File: config.mk
export PLATFORM = sky130hd
export DESIGN_NAME = multi_tick_gen_flat
export DESIGN_NICKNAME = d
export VERILOG_FILES = /design/src/rtl/multi_tick_gen_if.sv /design/src/rtl/multi_tick_gen.sv /design/src/flat_wrapper.sv
export SDC_FILE = /design/constraint.sdc
export NUM_CORES = 1
export LEC_CHECK = 0
export ABC_AREA = 1
export CAP_MARGIN = 10
export CORE_ASPECT_RATIO = 1.2
export CORE_MARGIN = 2
export CORE_UTILIZATION = 55
export CTS_BUF_LIST = sky130_fd_sc_hd__clkbuf_4 sky130_fd_sc_hd__clkbuf_8
export DETAILED_ROUTE_END_ITERATION = 7
export PLACE_DENSITY = 0.79
export SLEW_MARGIN = 20
export SYNTH_ARGS = -nofsm -noshare
export SYNTH_HDL_FRONTEND = slang
export SYNTH_SLANG_ARGS = --single-unit
File: constraint.sdc
create_clock -name clk -period 4.05 [get_ports clk]
set_input_delay 1.0125 -clock clk [delete_from_list [all_inputs] [get_ports clk]]
set_output_delay 1.0125 -clock clk [all_outputs]
set_load 0.005 [all_outputs]
File: src/rtl/multi_tick_gen_if.sv
// Configuration bus for multi_tick_gen: divisor write port plus the sticky
// bad-channel error flag returned to the register block.
interface multi_tick_gen_if #(
    parameter int WIDTH    = 8,
    parameter int CHANNELS = 4
);
    localparam int CH_W = (CHANNELS > 1) ? $clog2(CHANNELS) : 1;

    logic            cfg_wr;
    logic [CH_W-1:0] cfg_ch;
    logic [WIDTH-1:0] cfg_div;
    logic            cfg_err;

    modport master (
        output cfg_wr,
        output cfg_ch,
        output cfg_div,
        input  cfg_err
    );

    modport slave (
        input  cfg_wr,
        input  cfg_ch,
        input  cfg_div,
        output cfg_err
    );
endinterface

File: src/rtl/multi_tick_gen.sv
// Multi-channel programmable tick generator with per-channel wrapping tick counts.
// Define MULTI_TICK_GEN_CYCLE_CNT_EN to build the cycle counters; otherwise cycle reads 0.
module multi_tick_gen #(
    parameter int WIDTH    = 8,
    parameter int CHANNELS = 4
) (
    input  logic                      clk,
    input  logic                      rst,
    input  logic                      en,
    input  logic [CHANNELS-1:0]       ch_en,
    input  logic                      restart,
    multi_tick_gen_if.slave           cfg,
    output logic [CHANNELS-1:0]       tick,
    output logic [CHANNELS*WIDTH-1:0] cycle
);
    localparam int CH_W = (CHANNELS > 1) ? $clog2(CHANNELS) : 1;

    logic [WIDTH-1:0]    div_q [CHANNELS];
    logic [WIDTH-1:0]    cnt_q [CHANNELS];
    logic [CHANNELS-1:0] tick_q;
    logic                cfg_err_q;

    logic [CHANNELS-1:0] wr_hit;
    logic                wr_bad;
    logic [CHANNELS-1:0] adv;
    logic [CHANNELS-1:0] wrap;

    // Decoding by enumeration keeps out-of-range indices harmless when CHANNELS
    // is not a power of two.
    always_comb begin
        wr_hit = '0;
        adv    = '0;
        wrap   = '0;
        for (int c = 0; c < CHANNELS; c++) begin
            wr_hit[c] = cfg.cfg_wr && (cfg.cfg_ch == CH_W'(c));
            adv[c]    = en && ch_en[c] && (div_q[c] != '0);
            wrap[c]   = adv[c] && (cnt_q[c] == div_q[c] - WIDTH'(1));
        end
        wr_bad = cfg.cfg_wr && (wr_hit == '0);
    end

    always_ff @(posedge clk) begin
        if (rst) begin
            cfg_err_q <= 1'b0;
            tick_q    <= '0;
            for (int c = 0; c < CHANNELS; c++) begin
                div_q[c] <= '0;
                cnt_q[c] <= '0;
            end
        end else if (restart) begin
            tick_q <= '0;
            for (int c = 0; c < CHANNELS; c++) begin
                cnt_q[c] <= '0;
            end
        end else begin
            if (wr_bad) begin
                cfg_err_q <= 1'b1;
            end
            for (int c = 0; c < CHANNELS; c++) begin
                if (wr_hit[c]) begin
                    div_q[c]  <= cfg.cfg_div;
                    cnt_q[c]  <= '0;
                    tick_q[c] <= 1'b0;
                end else if (adv[c]) begin
                    cnt_q[c]  <= wrap[c] ? '0 : cnt_q[c] + WIDTH'(1);
                    tick_q[c] <= wrap[c];
                end else begin
                    tick_q[c] <= 1'b0;
                end
            end
        end
    end

    assign tick        = tick_q;
    assign cfg.cfg_err = cfg_err_q;

`ifdef MULTI_TICK_GEN_CYCLE_CNT_EN
    logic [WIDTH-1:0] cyc_q [CHANNELS];

    // Tick counts survive restart and divisor writes; only reset clears them.
    always_ff @(posedge clk) begin
        if (rst) begin
            for (int c = 0; c < CHANNELS; c++) begin
                cyc_q[c] <= '0;
            end
        end else if (!restart) begin
            for (int c = 0; c < CHANNELS; c++) begin
                if (!wr_hit[c] && wrap[c]) begin
                    cyc_q[c] <= cyc_q[c] + WIDTH'(1);
                end
            end
        end
    end

    for (genvar c = 0; c < CHANNELS; c++) begin : g_cycle
        assign cycle[c*WIDTH +: WIDTH] = cyc_q[c];
    end
`else
    assign cycle = '0;
`endif

endmodule

File: src/flat_wrapper.sv
// flat-port wrapper written by rule: the top's interface ports become plain ports
module multi_tick_gen_flat 
#(
    parameter int WIDTH    = 8,
    parameter int CHANNELS = 4
)
  (clk, rst, en, ch_en, restart, tick, cycle, cfg_cfg_wr, cfg_cfg_ch, cfg_cfg_div, cfg_cfg_err);
  multi_tick_gen_if #(.WIDTH(WIDTH), .CHANNELS(CHANNELS)) cfg_i ();
  input  logic clk;
  input  logic rst;
  input  logic en;
  input  logic [CHANNELS-1:0] ch_en;
  input  logic restart;
  output logic [CHANNELS-1:0] tick;
  output logic [CHANNELS*WIDTH-1:0] cycle;
  input wire logic [$bits(cfg_i.cfg_wr)-1:0] cfg_cfg_wr;
  input wire logic [$bits(cfg_i.cfg_ch)-1:0] cfg_cfg_ch;
  input wire logic [$bits(cfg_i.cfg_div)-1:0] cfg_cfg_div;
  output wire logic [$bits(cfg_i.cfg_err)-1:0] cfg_cfg_err;
  assign cfg_i.cfg_wr = cfg_cfg_wr;
  assign cfg_i.cfg_ch = cfg_cfg_ch;
  assign cfg_i.cfg_div = cfg_cfg_div;
  assign cfg_cfg_err = cfg_i.cfg_err;
  multi_tick_gen #(.WIDTH(WIDTH), .CHANNELS(CHANNELS)) u_core (.clk(clk), .rst(rst), .en(en), .ch_en(ch_en), .restart(restart), .cfg(cfg_i), .tick(tick), .cycle(cycle));
endmodule
==> results.md, run 1 <==
- Min cycle time layout: 2.636 ns
- Static Leak: about 2.1 nW
- RSZ-0062 raised after global routing: no
- Root Driver: clkbuf_8
- Fmax achieved: 0.3794 GHz
- Final period utilization: 0.6508
- Final setup vio count: 0
- Clock Sinks: 69
- Area leader, netlist: edfxtp_1
- Pre-CTS setup slack: about 1.1 ns
- Drt drc: 0
- Crit Path Category: in -> reg
- Drt pass-1 iters: 5
- CP startpoint: cfg_cfg_ch[1]
- Number of synthesized flops with an enable pin: 56
- Initial Util: 0.5742
- Area of the core: roughly 0.0078 sq mm
- Worst r2r src: u_core.div_q[0][8]
- Gr ovfl total: 0
- Die Y-Extent: 102.5 um
- Worst Path Required: about 4.1 ns
- Avg Cell Area, Syn: a little over 8 sq um
- CP Capture Type: register
- Final wirelength: ~9000 um
- Hold Violations, Final: 0
- Yosys top cell area share: 0.3778
- Synth unique cells: 36
- Status: completed
- R2r setup slk: 1.86 ns
- WHS: 0.4241 ns
- Register area share after synthesis: 0.4363
- Number of warnings issued by yosys: 0
- Gpl congestion: ~0.84
- Max Cap Viol: 0
- Via/cell ratio: 5.157
- Synthesized instance count: ~550
- Post-CTS Setup Inserts: 0
- Pwr/cell area: roughly 350 mW/mm^2
- VDD IR-drop max: 0.2620 mV
- Post-route setup TNS: 0 ns
- Post-DRT Antenna Nets: 0
- Reg clk slew, reported paths: about 0.070 ns
- Mapped Area: approximately 0.0045 sq mm
- Hold path start: u_core.cfg.cfg_err
- Yosys reg bits: 69
- Area delta synth->final: 10.63%
- Async SR Flop Fraction: 0
- TritonCTS clock tree: yes
- Num ports: 56
- Final Net Count: 611
- Number of CTS-inserted buffers: 9
- Main synth FF type: edfxtp_1
- Die span in x: between 80 and 90 um
- Total power: about 1.7 mW
- Largest net degree at the start of global routing: 15
- Die area: around 0.0088 sq mm
- Clk_lat worst skew: approximately 0.35 ns
- DP HPWL: just under 7000 um
- Initial antenna violation count: 0
- Most common cell in the synthesized netlist: nand2_1
- CP Data Arrival Time: approximately 2.7 ns
- Vias in the first global route: 3,272
- Max Slew Vio Count: 0
- # hold bufs at CTS: 0
- Number of diodes: 0
- Worst hold path type: reg -> reg
- Clock Tree Buf Depth: 2
- First-pass GRT wire length: 14,430 um
- Cell Rows: 35
- Critical path peak fanout: 10
- Port-buffer cells: 23
- Vias: 3,507
- Main area contributors after synthesis: edfxtp_1 38%, nand2_1 8.1%, nor2_1 7.8%, inv_1 6.7%, xor2_1 6.5%
- Final WS setup: around 1.4 ns
- Initial DRC Count: between 150 and 200
- Layout cells sized above 1: 0.07653
- Final Skew: about 0.0076 ns
- Post-CTS sizing: 0
- Global Route Usage Sum: 0.2122
- Wirelength per Cell: between 10 and 15 um
- Crit path launch type: primary input
- Number of H-tree levels: 3
- Final core occ: 0.6352
- Synth cell count leaders: 96 x nand2_1, 93 x nor2_1, 79 x inv_1
-- layout by cell type, fill, tap and decap left out, types with 3 or more instances in the layout --
cell             count
a21oi_1             10
nand3b_1             3
xor2_1              33
or2_2                3
inv_1               79
nor2_1              93
nand3_2              4
clkbuf_8             9
o21ai_0              7
nand2_2              3
ha_1                 9
dfxtp_1             13
nand2_1             96
xnor2_1             14
buf_4                3
bufinv_16            3
edfxtp_1            56
clkdlybuf4s50_1     23
nand4_1             15
nor3_1               9
nand3_1             42
nor2_2               8
conb_1              32
-- metal layers --
metal,up-vias,track usage,wire [um]
met4,0,0.1026,257
met2,124,0.3751,4411
met3,20,0.03603,588
li1,1758,-,-
met5,-,0,0
met1,1605,0.2507,3713
-- cell type report --
type,count,area [sq um]
multi-input combinational,395,2068
inverter,82,307.8
clock buffer,11,138.9
fill,669,2828
clock inverter,5,98.84
sequential,69,1942
tap,92,115.1
timing repair buffer,26,252.7
-- path summary, 6_finish.rpt --
path	to	depth (start not counted)
worst max-delay path	u_core.cnt_q[2][1]	5
worst min-delay path	u_core.cfg.cfg_err	2
worst max register to register	u_core.cnt_q[1][0]	9
worst min register to register	u_core.cfg.cfg_err	2
-- registers in the layout, indices dropped and copies added (netlist names) --
register            cells
u_core.div_q           32
u_core.cnt_q           32
u_core.cfg.cfg_err      1
u_core.tick             4
-- worst max-delay path, cell delays in order --
cell	delay, ns
clkdlybuf4s50_1	0.50
inv_1	0.07
nor3_1	0.40
nand2_1	0.30
nand4_1	0.37
-- report_power, final --
group | switching (mW) | internal, mW
logic | 0.132 | 0.0806
clock network | 0.253 | 0.420
registers | 0.0339 | 0.803
-- cell families (layout without fill, tap and decap cells) --
logic type	count (synthesis)	in the layout	share of synthesized area
other	1	32	0.0008426
AO/OA/AOI/OAI	24	24	0.03177
buffers and inverters	116	124	0.1251
flip-flops	69	69	0.4363
adder cells (fa/ha/maj)	9	9	0.02530
XOR/XNOR	47	47	0.09249
AND/OR/NAND/NOR	283	283	0.2882
-- metrics by stage --
stage               std cells  area (sq um)
finish                    680          4923
floorplan                 580          4567
global placement          664          4686
detailed placement        664          4686
global route              680          4923
CTS                       680          4923
Power figures use the tool's default switching activity.
==> run 2: changes to the inputs <==
clock period = 2.5 ns   (was 4.05 ns; I/O delays follow)
==> results.md, run 2 (synthesized netlist as in run 1, its figures left out) <==
- Clock Sinks: 69 (unchanged)
- Vias: 3,474 (-0.94%)
- Final period utilization: 0.8630
- Area delta synth->final: 10.32%
- Global Route Usage Sum: 0.2055 (-0.006678)
- Drt drc: 0 (unchanged)
- # hold bufs at CTS: 0 (unchanged)
- Initial DRC Count: 231 (+17%)
- Post-CTS Setup Inserts: 0 (unchanged)
- Initial Util: 0.5742 (unchanged)
- Worst Path Required: 2.47 ns (-1.59 ns)
- Critical path cell sequence: clkdlybuf4s50_1 -> inv_1 -> nor3_1 -> nor3_2 -> inv_1 -> nand4_1
- Die area: 0.008830 sq mm (unchanged)
- Num ports: 56 (unchanged)
- DP HPWL: 6552 um (-3.9%)
- TritonCTS clock tree: yes
- Number of H-tree levels: 3 (unchanged)
- Worst hold path type: reg -> reg
- Number of CTS-inserted buffers: 9 (unchanged)
- Cell Rows: 35 (unchanged)
- Die span in x: 86.12 um (unchanged)
- Most common library cell in the layout ignoring fill and taps: nand2_1
- Final WS setup: 0.3424 ns (-1.072 ns)
- VDD IR-drop max: 0.5205 mV (+99%)
- Cells after DPL: 671 (+1.1%)
- Worst path max stage delay: 0.49 ns (about the same)
- First-pass GRT wire length: 14,260 um (-1.2%)
- CP Capture Type: register
- Pwr/cell area: 509.4 mW/mm^2 (+46%)
- Post-route setup TNS: 0 ns (unchanged)
- CP max stage cell: clkdlybuf4s50_1
- Most frequent CP cell: inv_1
- Post-DRT Antenna Nets: 0 (unchanged)
- CP Data Arrival Time: 2.12 ns (-0.53 ns)
- Post-route insts no fill: 687 (+1.0%)
- Clk_lat worst skew: 0.34 ns (about the same)
- Wirelength per Cell: 12.46 um (-5.5%)
- Final Net Count: 618 (+1.1%)
- Number of diodes: 0 (unchanged)
- Max Cap Viol: 0 (unchanged)
- Crit path launch type: primary input
- Layout cells sized above 1: 0.08908 (+0.01255)
- Crit Path Category: in -> reg
- DP Area: 0.004738 sq mm (+1.1%)
- Static Leak: 2.140 nW (+0.36%)
- Fmax achieved: 0.4635 GHz
- Critical path peak fanout: 8 (-2)
- WHS: 0.4269 ns (+0.002754 ns)
- Most frequent cells in the layout: 96 x nand2_1, 93 x nor2_1, 79 x inv_1
- Pre-CTS setup slack: 0.01811 ns (-1.066 ns)
- Vias in the first global route: 3,357 (+2.6%)
- Total power: 2.501 mW (+45%)
- Gpl congestion: 0.8530 (+1.2%)
- Hold Violations, Final: 0 (unchanged)
- Die Y-Extent: 102.5 um (unchanged)
- Final setup vio count: 0 (unchanged)
- Clock Tree Buf Depth: 2 (unchanged)
- Post-CTS sizing: 0 (unchanged)
- Max Slew Vio Count: 0 (unchanged)
- RSZ-0062 raised after global routing: no
- Final Cell Area: 0.004910 sq mm (-0.28%)
- Area of the core: 0.007751 sq mm (unchanged)
- Reg clk slew, reported paths: 0.07 ns (about the same)
- Final Skew: 0.007397 ns (-0.0002433 ns)
- Final wirelength: 8562 um (-4.5%)
- Gr ovfl total: 0 (unchanged)
- Status: completed
- Largest net degree at the start of global routing: 11 (-4)
- Min cycle time layout: roughly 2.2 ns
- Initial antenna violation count: 0 (unchanged)
- Final core occ: 0.6334 (-0.001776)
- Root Driver: clkbuf_8
- Via/cell ratio: 5.057 (-2.0%)
- Port-buffer cells: 23 (unchanged)
- Drt pass-1 iters: 5 (unchanged)
[run 2: where the power goes]
part | total [mW] | leakage (nW) | switching (mW) | internal (mW)
Sequential | 1.35 | 0.685 | 0.0539 | 1.30
Combinational | 0.347 | 1.36 | 0.212 | 0.135
Clock | 0.800 | 0.0955 | 0.387 | 0.413
Total | 2.50 | 2.14 | 0.652 | 1.85
[run 2: final timing paths]
kind	cells past startpoint	start	slack (ns)	to
worst max register to register	9	u_core.div_q[0][16]	0.35	u_core.cnt_q[2][0]
worst max-delay path	6	cfg_cfg_ch[1]	0.34	u_core.cnt_q[2][0]
worst min register to register	2	u_core.cfg.cfg_err	0.43	u_core.cfg.cfg_err
worst min-delay path	2	u_core.cfg.cfg_err	0.43	u_core.cfg.cfg_err
[run 2: worst max-delay path, delay by kind of cell]
family,cells,cell delay (ns)
buf+inv,3,0.66
simple gates,3,0.84
[run 2: area by class of cell]
type	instances	area (sq um)
well taps	92	115.1
clock inverters	2	10.01
fillers	632	2841
multi-input cells	395	2068
flip-flops and latches	69	1942
repair buffers	33	305.3
clock buffers	14	161.4
inverters	82	307.8
[run 2: layer usage]
layer / GRT usage / vias to the layer above / wire length [um]
met5: 0 / - / 0
met4: 0.07570 / 0 / 120
met3: 0.04003 / 14 / 534
met2: 0.3691 / 118 / 4228
met1: 0.2444 / 1573 / 3679
li1: - / 1769 / -
